===== src/rtl/d_tty_pkg.sv =====
// rtl/d_tty_pkg.sv - register map, field indices and TX state encoding for d_tty_uart
package d_tty_pkg;

    localparam logic [1:0] ADDR_TXDATA = 2'd0;
    localparam logic [1:0] ADDR_STATUS = 2'd1;
    localparam logic [1:0] ADDR_CTRL   = 2'd2;

    localparam int ST_EMPTY     = 0;
    localparam int ST_FULL      = 1;
    localparam int ST_BUSY      = 2;
    localparam int ST_OVF       = 3;
    localparam int ST_LEVEL_LSB = 8;
    localparam int ST_LEVEL_W   = 8;

    localparam int CTRL_EN      = 0;
    localparam int CTRL_MODE    = 1;
    localparam int CTRL_IRQ_EN  = 2;
    localparam int CTRL_DIV_LSB = 16;
    localparam int CTRL_DIV_W   = 16;

    typedef enum logic [1:0] {
        IDLE,
        START,
        DATA,
        STOP
    } tx_state_t;

endpackage


===== src/rtl/sync_fifo.sv =====
// rtl/sync_fifo.sv - single-clock FIFO with show-ahead head, push accepted on full when popping
module sync_fifo #(
    parameter int WIDTH = 8,
    parameter int DEPTH = 8
) (
    input  logic                     clk_i,
    input  logic                     rst_i,
    input  logic                     push,
    input  logic                     pop,
    input  logic [WIDTH-1:0]         din,
    output logic                     full,
    output logic                     empty,
    output logic [$clog2(DEPTH):0]   level,
    output logic [WIDTH-1:0]         head
);

    localparam int PTR_W = $clog2(DEPTH);
    localparam int LVL_W = PTR_W + 1;

    logic [WIDTH-1:0] mem [DEPTH];
    logic [PTR_W-1:0] wr_ptr;
    logic [PTR_W-1:0] rd_ptr;
    logic             do_push;
    logic             do_pop;

    assign do_pop  = pop & ~empty;
    assign do_push = push & (~full | do_pop);
    assign full    = (level == LVL_W'(DEPTH));
    assign empty   = (level == '0);
    assign head    = mem[rd_ptr];

    always_ff @(posedge clk_i) begin
        if (rst_i) begin
            wr_ptr <= '0;
            rd_ptr <= '0;
            level  <= '0;
        end else begin
            if (do_push) wr_ptr <= wr_ptr + 1'b1;
            if (do_pop)  rd_ptr <= rd_ptr + 1'b1;
            if (do_push & ~do_pop)
                level <= level + 1'b1;
            else if (do_pop & ~do_push)
                level <= level - 1'b1;
        end
    end

    always_ff @(posedge clk_i) begin
        if (do_push) mem[wr_ptr] <= din;
    end

endmodule


===== src/rtl/d_tty_uart.sv =====
// rtl/d_tty_uart.sv - memory-mapped TTY with TX FIFO, parallel strobe or serial UART output
module d_tty_uart import d_tty_pkg::*; #(
    parameter int          DATA_W        = 7,
    parameter int          FIFO_DEPTH    = 8,
    parameter logic [15:0] CLK_DIV_RESET = 16'd15
) (
    input  logic              clk_i,
    input  logic              rst_i,
    input  logic [1:0]        addr_i,
    input  logic              we_i,
    input  logic              be0_i,
    input  logic              be1_i,
    input  logic              be2_i,
    input  logic              be3_i,
    input  logic [31:0]       din_i,
    output logic [31:0]       dout_o,
    output logic [DATA_W-1:0] tty_o,
    output logic              tty_we_o,
    output logic              txd_o,
    output logic              irq_o
);

    localparam int LVL_W = $clog2(FIFO_DEPTH) + 1;
    localparam int BIT_W = $clog2(DATA_W);
    localparam logic [BIT_W-1:0] LAST_BIT = BIT_W'(DATA_W - 1);

    logic              ctrl_en;
    logic              ctrl_mode;
    logic              ctrl_irq_en;
    logic [15:0]       ctrl_div;
    logic              overflow;

    logic              fifo_full;
    logic              fifo_empty;
    logic [LVL_W-1:0]  fifo_level;
    logic [DATA_W-1:0] fifo_head;

    tx_state_t         state;
    tx_state_t         state_nxt;
    logic              txd_nxt;
    logic [15:0]       div_l;
    logic [15:0]       cyc_cnt;
    logic [BIT_W-1:0]  bit_idx;
    logic [DATA_W-1:0] shreg;

    logic              wr_txdata;
    logic              wr_status;
    logic              wr_ctrl;
    logic              pop;
    logic              busy;
    logic              bit_done;
    logic              unused_bits;

    assign wr_txdata = we_i & be0_i & (addr_i == ADDR_TXDATA);
    assign wr_status = we_i & be0_i & (addr_i == ADDR_STATUS);
    assign wr_ctrl   = we_i & (addr_i == ADDR_CTRL);
    assign pop       = ctrl_en & ~fifo_empty & (state == IDLE);
    assign busy      = (state != IDLE);
    assign bit_done  = (cyc_cnt == div_l);
    assign irq_o     = ctrl_irq_en & fifo_empty & ~busy;
    assign unused_bits = &{1'b0, be1_i, din_i};

    sync_fifo #(
        .WIDTH (DATA_W),
        .DEPTH (FIFO_DEPTH)
    ) u_tx_fifo (
        .clk_i (clk_i),
        .rst_i (rst_i),
        .push  (wr_txdata),
        .pop   (pop),
        .din   (din_i[DATA_W-1:0]),
        .full  (fifo_full),
        .empty (fifo_empty),
        .level (fifo_level),
        .head  (fifo_head)
    );

    always_ff @(posedge clk_i) begin
        if (rst_i) begin
            ctrl_en     <= 1'b1;
            ctrl_mode   <= 1'b0;
            ctrl_irq_en <= 1'b0;
            ctrl_div    <= CLK_DIV_RESET;
            overflow    <= 1'b0;
        end else begin
            if (wr_ctrl & be0_i) begin
                ctrl_en     <= din_i[CTRL_EN];
                ctrl_mode   <= din_i[CTRL_MODE];
                ctrl_irq_en <= din_i[CTRL_IRQ_EN];
            end
            if (wr_ctrl & be2_i) ctrl_div[7:0]  <= din_i[CTRL_DIV_LSB +: 8];
            if (wr_ctrl & be3_i) ctrl_div[15:8] <= din_i[CTRL_DIV_LSB + 8 +: 8];
            if (wr_txdata & fifo_full & ~pop)
                overflow <= 1'b1;
            else if (wr_status & din_i[ST_OVF])
                overflow <= 1'b0;
        end
    end

    // Parallel mode never leaves IDLE, so a strobe can issue every cycle.
    always_ff @(posedge clk_i) begin
        if (rst_i) begin
            tty_o    <= '0;
            tty_we_o <= 1'b0;
        end else begin
            tty_we_o <= pop & ~ctrl_mode;
            if (pop & ~ctrl_mode) tty_o <= fifo_head;
        end
    end

    always_comb begin
        state_nxt = state;
        txd_nxt   = txd_o;
        case (state)
            IDLE: begin
                if (pop && ctrl_mode) begin
                    state_nxt = START;
                    txd_nxt   = 1'b0;
                end
            end
            START: begin
                if (bit_done) begin
                    state_nxt = DATA;
                    txd_nxt   = shreg[0];
                end
            end
            DATA: begin
                if (bit_done) begin
                    if (bit_idx == LAST_BIT) begin
                        state_nxt = STOP;
                        txd_nxt   = 1'b1;
                    end else begin
                        txd_nxt   = shreg[1];
                    end
                end
            end
            STOP: begin
                if (bit_done) state_nxt = IDLE;
            end
            default: begin
                state_nxt = IDLE;
                txd_nxt   = 1'b1;
            end
        endcase
    end

    // div and the character are captured at frame start so CTRL writes cannot disturb a frame.
    always_ff @(posedge clk_i) begin
        if (rst_i) begin
            state   <= IDLE;
            txd_o   <= 1'b1;
            div_l   <= '0;
            cyc_cnt <= '0;
            bit_idx <= '0;
            shreg   <= '0;
        end else begin
            state <= state_nxt;
            txd_o <= txd_nxt;
            if (state == IDLE) begin
                cyc_cnt <= '0;
                bit_idx <= '0;
                if (pop && ctrl_mode) begin
                    div_l <= ctrl_div;
                    shreg <= fifo_head;
                end
            end else if (bit_done) begin
                cyc_cnt <= '0;
                if (state == DATA) begin
                    bit_idx <= bit_idx + 1'b1;
                    shreg   <= shreg >> 1;
                end
            end else begin
                cyc_cnt <= cyc_cnt + 1'b1;
            end
        end
    end

    always_comb begin
        dout_o = '0;
        case (addr_i)
            ADDR_STATUS: begin
                dout_o[ST_EMPTY] = fifo_empty;
                dout_o[ST_FULL]  = fifo_full;
                dout_o[ST_BUSY]  = busy;
                dout_o[ST_OVF]   = overflow;
                dout_o[ST_LEVEL_LSB +: ST_LEVEL_W] = ST_LEVEL_W'(fifo_level);
            end
            ADDR_CTRL: begin
                dout_o[CTRL_EN]     = ctrl_en;
                dout_o[CTRL_MODE]   = ctrl_mode;
                dout_o[CTRL_IRQ_EN] = ctrl_irq_en;
                dout_o[CTRL_DIV_LSB +: CTRL_DIV_W] = ctrl_div;
            end
            default: dout_o = '0;
        endcase
    end

endmodule

===== config.mk =====
export PLATFORM = sky130hd
export DESIGN_NAME = d_tty_uart
export DESIGN_NICKNAME = d
export VERILOG_FILES = /design/src/rtl/d_tty_pkg.sv /design/src/rtl/sync_fifo.sv /design/src/rtl/d_tty_uart.sv
export SDC_FILE = /design/constraint.sdc
export NUM_CORES = 1
export LEC_CHECK = 0
export CORE_ASPECT_RATIO = 1.5
export CORE_MARGIN = 4
export CORE_UTILIZATION = 25
export CTS_CLUSTER_DIAMETER = 150
export DETAILED_ROUTE_END_ITERATION = 6
export GPL_TIMING_DRIVEN = 0
export HOLD_SLACK_MARGIN = 0.02
export PLACE_DENSITY = 0.44
export SLEW_MARGIN = 20
export SYNTH_ARGS = -nofsm -noshare
export SYNTH_HDL_FRONTEND = slang
export SYNTH_SLANG_ARGS = --single-unit

===== constraint.sdc =====
create_clock -name clk_i -period 2.9 [get_ports clk_i]
set_clock_uncertainty 0.2 [all_clocks]
set_input_delay 0.58 -clock clk_i [delete_from_list [all_inputs] [get_ports clk_i]]
set_output_delay 0.58 -clock clk_i [all_outputs]
set_load 0.03 [all_outputs]

* Word level (Yosys, flattened, before mapping) *
Memories as Yosys holds them, arrays and structs flattened. A register that Yosys moved wholly into a read port is not among the register bits.
Cells that the tools add are included.

word-level totals
  bits in writable memories = 56
  latch bits = 0
  memories = 1
  bits in read-only memories = 0
  input port bits = 41
  word-level logic and storage cells = 108
  output and inout bits = 42
  register bits = 83

memories
  memory         depth  bits a word  rd ports  clocked after memory_dff  wr ports  line             source
  u_tx_fifo.mem  8      7            1         1                         1         sync_fifo.sv:20  logic [WIDTH-1:0] mem [DEPTH];

operators by class
  div/mod/pow operators = 0
  $mul = 0
  shift-type cells = 0
  reductions and logical operators = 17
  bitwise logic cells = 27
  $lt $le $gt $ge = 0
  muxes and demuxes = 27
  equal/unequal tests = 13
  $add $sub $neg = 6

operator list
  cell                                                  count
  2-to-1 mux 7 bit                                      4
  bitwise AND 1 bit                                     19
  adder 16 x 1 -> 16 bit (second input constant)        1
  equality test 16 bit                                  1
  2-to-1 mux 16 bit                                     1
  2-to-1 mux 4 bit                                      3
  2-to-1 mux 2 bit                                      5
  nonzero test 2 bit                                    5
  adder 3 x 1 -> 3 bit (second input constant)          3
  2-to-1 mux 1 bit                                      9
  != test 2 bit (second input constant)                 4
  one-hot mux 2 bit (4 select lines)                    1
  inverter 1 bit                                        7
  equality test 2 bit (second input constant)           3
  2-to-1 mux 3 bit                                      2
  one-hot mux 3 bit (2 select lines)                    1
  AND reduction 5 bit                                   1
  adder 4 x 1 -> 4 bit (second input constant)          1
  equality test 2 x 1 -> 1 bit (second input constant)  2
  equality test 4 bit (second input constant)           1
  zero test 2 bit                                       2
  zero test 4 bit                                       1
  AND reduction 2 bit                                   2
  AND reduction 4 bit                                   1
  10 further kinds                                      10

* Depth between registers and ports, before layout *
  depth in word-level cells = 11
  mapped depth = 15
  mapped depth without buffers = 14

* Modules after synthesis *
A second synthesis with hierarchy kept.

unflattened totals
  cells, all modules = 549
  area, all modules = 6,211.0 µm²

by module, submodules not included
  module      sequential area each (µm²)  area each (µm²)  times used  cells each
  d_tty_uart  1,461.4                     3,444.6          1           396
  sync_fifo   1,941.9                     2,766.4          1           153

* Worst setup path before layout *
Ideal clock, no wire load.

  path type = register to register
  from = register state[0]
  to = register u_tx_fifo.level[3]
  library setup time = 0.070 ns
  path buffers = 1
  clock period less this slack = 2.889 ns
  stages on the path, launching flop included = 16
  setup slack = 0.011 ns
  arrival = 2.619 ns
  required time = 2.630 ns
  cell sequence = dfxtp_1 -> inv_1 -> ha_1 -> buf_4 -> nand2_1 -> nand3_1 -> nand2b_1 -> inv_1 -> ha_1 -> inv_1 -> ha_1 -> a21o_1 -> a21oi_1 -> xnor2_1 -> or3_1 -> a21oi_1

between the ends
  word-level cells in the longest chain between the ends = 8
  elaborated cells on any way between the ends = 11
  classes of those cells = 1 x mux; 8 x bitwise; 2 x reduce/logical

RTL lines
  element                       line               source
  start, declared               d_tty_uart.sv:38   tx_state_t state;
  start signal, assigned        d_tty_uart.sv:157  state <= state_nxt;
  zero test 2 bit (*)           d_tty_uart.sv:57   assign pop = ctrl_en & ~fifo_empty & (state == IDLE);
  bitwise AND 1 bit (*)         d_tty_uart.sv:57
  bitwise AND 1 bit (*)         sync_fifo.sv:26    assign do_pop = pop & ~empty;
  OR 1 bit (*)                  sync_fifo.sv:27    assign do_push = push & (~full | do_pop);
  bitwise AND 1 bit (*)         sync_fifo.sv:27
  via u_tx_fifo.do_push         sync_fifo.sv:23    logic do_push;
  inverter 1 bit                sync_fifo.sv:42    else if (do_pop & ~do_push)
  bitwise AND 1 bit             sync_fifo.sv:42
  nonzero test 2 bit (no line)  --
  end signal, assigned          sync_fifo.sv:41    level <= level + 1'b1;
  end signal, assigned          sync_fifo.sv:43    level <= level - 1'b1;
  end, declared                 sync_fifo.sv:13    output logic [$clog2(DEPTH):0] level,

The timed path passes the listed nets; every way through them passes the cells marked *.
A chain may end at the register's enable or synchronous reset.

* Worst setup path after layout *
Ends and elaborated chain as after synthesis.

==> out/summary.log <==
qor: yosys.synth_enable_flop_cells 56
qor: yosys.synth_area_leader sky130_fd_sc_hd__dfxtp_1
qor: clock_tree.cts_tree yes
qor: yosys.synth.distinct_cells 51
qor: worst_hold_path.hold-path-endpoint shreg[5]$_SDFFE_PP0P_
qor: yosys.post_synth_most_frequent_cells sky130_fd_sc_hd__dfxtp_1, sky130_fd_sc_hd__nand2_1, sky130_fd_sc_hd__nor2_1
qor: worst_hold_path.min_path_type register to register
qor: sta.fmax 361 MHz
qor: worst_setup_path.timing.critical_path.required 3050 ps
qor: floorplan.core_region_area 24400 um^2
qor: clock_tree.clkTransAtPathRegs 60 ps
qor: sta.timing_max_transition_violations_final 0
qor: placement.dp_hpwl 12.4 mm
qor: worst_setup_path.crit-reg2reg-capture u_tx_fifo.level[3]$_SDFFE_PP0P_
qor: route.via_count 4375
qor: clock_tree.cts_max_level 4
qor: status.run_status completed
qor: grt.track_usage 12.2%
qor: yosys.post-synth-top-count-cell sky130_fd_sc_hd__dfxtp_1
qor: grt.grt_first_pass_wirelength 25.5 mm
qor: yosys.postSynthAreaPerCell 10.9 um^2
qor: power_and_ir_drop.peakVddDrop 0.442 mV
qor: worst_setup_path.worst-path-max-fanout 9
qor: grt.grt_start_max_net_pins 17
qor: sta.rsz0062_at_grt no
qor: sta.tightestPinTransition 785 ps
qor: yosys.async_reset_ff_share 0%
qor: clock_tree.cts.sink_count 142
qor: placement.placement.cell_area 7300 um^2
qor: clock_tree.ctsRootBufferMaster sky130_fd_sc_hd__clkbuf_16
qor: floorplan.die_area 27400 um^2
qor: job.max_cap_violations 0
qor: cells_and_area.num_antenna_cells 0
qor: grt.via_count_of_the_first_global_routing_pass 4630
qor: worst_setup_path.end_kind register
qor: route.remaining_design_rule_violation_count 0
qor: grt.number_of_antenna_violations_at_the_first_check_in_global_routing 0
qor: power_and_ir_drop.power.density_cell_area 781 nW/um^2
qor: yosys.post_synth_inst_count 569
qor: yosys.synth_area_leaders sky130_fd_sc_hd__dfxtp_1, sky130_fd_sc_hd__edfxtp_1, sky130_fd_sc_hd__mux2i_1
qor: power_and_ir_drop.p_leak 3.04 nW
qor: cells_and_area.design.final.nets 719
qor: floorplan.die-height 201 um
qor: cells_and_area.final_layout_size_suffix_gt1_share 16.8%
qor: sta.max-slew-margin-rel 47.5%
qor: clock_tree.tritoncts.num_buffers 17
qor: sta.whs 265 ps
qor: floorplan.die-width 137 um
qor: worst_hold_path.hold_depth 2
qor: route.drt_pass1_iterations 5
qor: route.detail_route.iter0.violations 117
qor: route.drt-vias-per-instance 4.38
qor: worst_hold_path.min-delay-start shreg[5]$_SDFFE_PP0P_
qor: yosys.synth.yosys.seq_area_share 54.9%
qor: worst_setup_path.ff2ff_path_depth 15
qor: route.antenna_left 0
qor: worst_setup_path.regToRegStartpoint state[0]$_SDFFE_PP0P_
qor: sta.final-setup-viol-count 0
qor: yosys.post-synth-top-area-fraction 27.8%
qor: yosys.synth-warning-count 0
qor: sta.layout_min_cycle_time 2770 ps
qor: yosys.ys_seq_elements 142
qor: floorplan.num_rows 70
qor: yosys.ys.flop_type sky130_fd_sc_hd__dfxtp_1
qor: clock_tree.clk_path_buf_depth 2
qor: worst_setup_path.critical_path_data_arrival_time 2910 ps
qor: route.routed_wire_length_per_instance 16.2 um
qor: clock_tree.clkLatencyLatePin 420 ps
qor: floorplan.pin_count 83
qor: placement.placement.io_buffers 64
qor: placement.globalplace.congestion 0.770
qor: sta.final_clock_period_utilization_by_the_worst_path 95.4%
qor: worst_setup_path.setup.worst_path.class register to register
qor: route.route.final.wire_length 16.2 mm
qor: floorplan.initial_utilization 25.4%
qor: grt.grt_ovf 0
qor: clock_tree.cts_hold_buf 0
qor: cells_and_area.areaGrowthSynthToFinish 28.0%
qor: cells_and_area.post-route-cell-area 7930 um^2
qor: sta.hold_violations 0
qor: yosys.mappedNetlistArea 6200 um^2
qor: worst_setup_path.cp-start-kind register
qor: worst_setup_path.reg2reg_setup_slack 130 ps
-- where the power goes --
part	switching [mW]	internal (mW)
Sequential	0.122	2.21
Clock	0.864	1.35
Combinational	0.949	0.700
Total	1.93	4.26
-- per-stage QoR --
step           cells  utilization [%]  total power [mW]  TNS (ps)  setup slack, ps
2_1_floorplan    576                -              3.46         0             10.7
4_1_cts          998             32.4              6.26      -435            -86.1
5_1_grt          998             32.5              6.53         0             2.31
3_5_place_dp     965             29.9              3.99    -32270            -1160
3_3_place_gp     964             29.7              3.96    -44040            -1120
6_report         998             32.5              6.19         0              132
-- worst max-delay path by stage --
stage	startpoint	endpoint	slack, ps
2_1_floorplan	state[0]$_SDFFE_PP0P_	u_tx_fifo.level[3]$_SDFFE_PP0P_	10
3_3_place_gp	addr_i[0]	dout_o[30]	-1120
3_5_place_dp	addr_i[0]	dout_o[23]	-1160
4_1_cts	addr_i[0]	dout_o[29]	-90
5_1_grt	state[0]$_SDFFE_PP0P_	u_tx_fifo.level[3]$_SDFFE_PP0P_	2
6_report	state[0]$_SDFFE_PP0P_	u_tx_fifo.level[3]$_SDFFE_PP0P_	130
-- cell type report --
cell class	instances	area (um^2)
buffer	30	185
clock buffer	18	429
clock inverter	14	164
fill	2500	16500
inverter	15	58.8
multi-input combinational	389	2690
sequential	142	3410
tap	324	405
timing repair buffer	66	591
-- cells in the final DEF, fill, tap and decap left out, drive strengths merged, types with 22 or more instances in the layout --
cell type      synthesis  layout
a21oi                 36      36
and2                  22      22
buf                   18      33
clkbuf                12      31
clkdlybuf4s50          0      36
dfxtp                 86      86
edfxtp                56      56
mux2i                 32      32
nand2                 80      80
nor2                  61      61
xor2                  27      27
-- cells by family (layout without fill, tap and decap cells) --
group / Yosys count / count (layout) / synth area share (%)
fa+ha+maj: 17 / 17 / 3.55
simple gates: 214 / 214 / 16.8
compound gates: 73 / 73 / 7.73
mux: 40 / 40 / 8.08
other cells: 1 / 8 / 0.0605
flops: 142 / 142 / 54.9
buf+inv: 45 / 143 / 3.59
xor+xnor: 37 / 37 / 5.23
-- flip-flops by register name, indices dropped and copies added (netlist names), named ones only --
signal and count:
u_tx_fifo.rd_ptr 3, ctrl_mode 1, state 2, tty_we_o 1
txd_o 1, u_tx_fifo.mem 56, shreg 7, tty_o 7
overflow 1, u_tx_fifo.wr_ptr 3, ctrl_en 1, bit_idx 3
ctrl_irq_en 1, cyc_cnt 16, div_l 16, ctrl_div 16
u_tx_fifo.level 4
-- per-layer routing --
layer	up-vias	share of wire [%]	track usage (%)	wire, um
met5	-	0	0	0
met4	0	1.9	4.68	303
met3	19	2.9	2.71	463
met2	76	59	24.0	9470
met1	2117	37	12.1	5930
li1	2163	-	-	-
-- worst max-delay path, cell delays in order (launching register included) --
cell and delay, ps:
sky130_fd_sc_hd__dfxtp_2 360, sky130_fd_sc_hd__inv_1 80, sky130_fd_sc_hd__ha_1 210, sky130_fd_sc_hd__buf_6 140
sky130_fd_sc_hd__nand2_4 90, sky130_fd_sc_hd__nand3_2 110, sky130_fd_sc_hd__nand2b_4 120, sky130_fd_sc_hd__inv_4 60
sky130_fd_sc_hd__ha_4 160, sky130_fd_sc_hd__inv_2 70, sky130_fd_sc_hd__ha_1 230, sky130_fd_sc_hd__a21o_1 190
sky130_fd_sc_hd__a21oi_2 140, sky130_fd_sc_hd__xnor2_1 80, sky130_fd_sc_hd__or3_1 320, sky130_fd_sc_hd__a21oi_2 140
-- repair_timing --
item	in CTS	in global routing
pin swaps	0	1
resized for setup	99	25
endpoints found under the setup margin	35	13
buffers inserted	1	0
No activity file was read; power rests on OpenSTA's default activity.
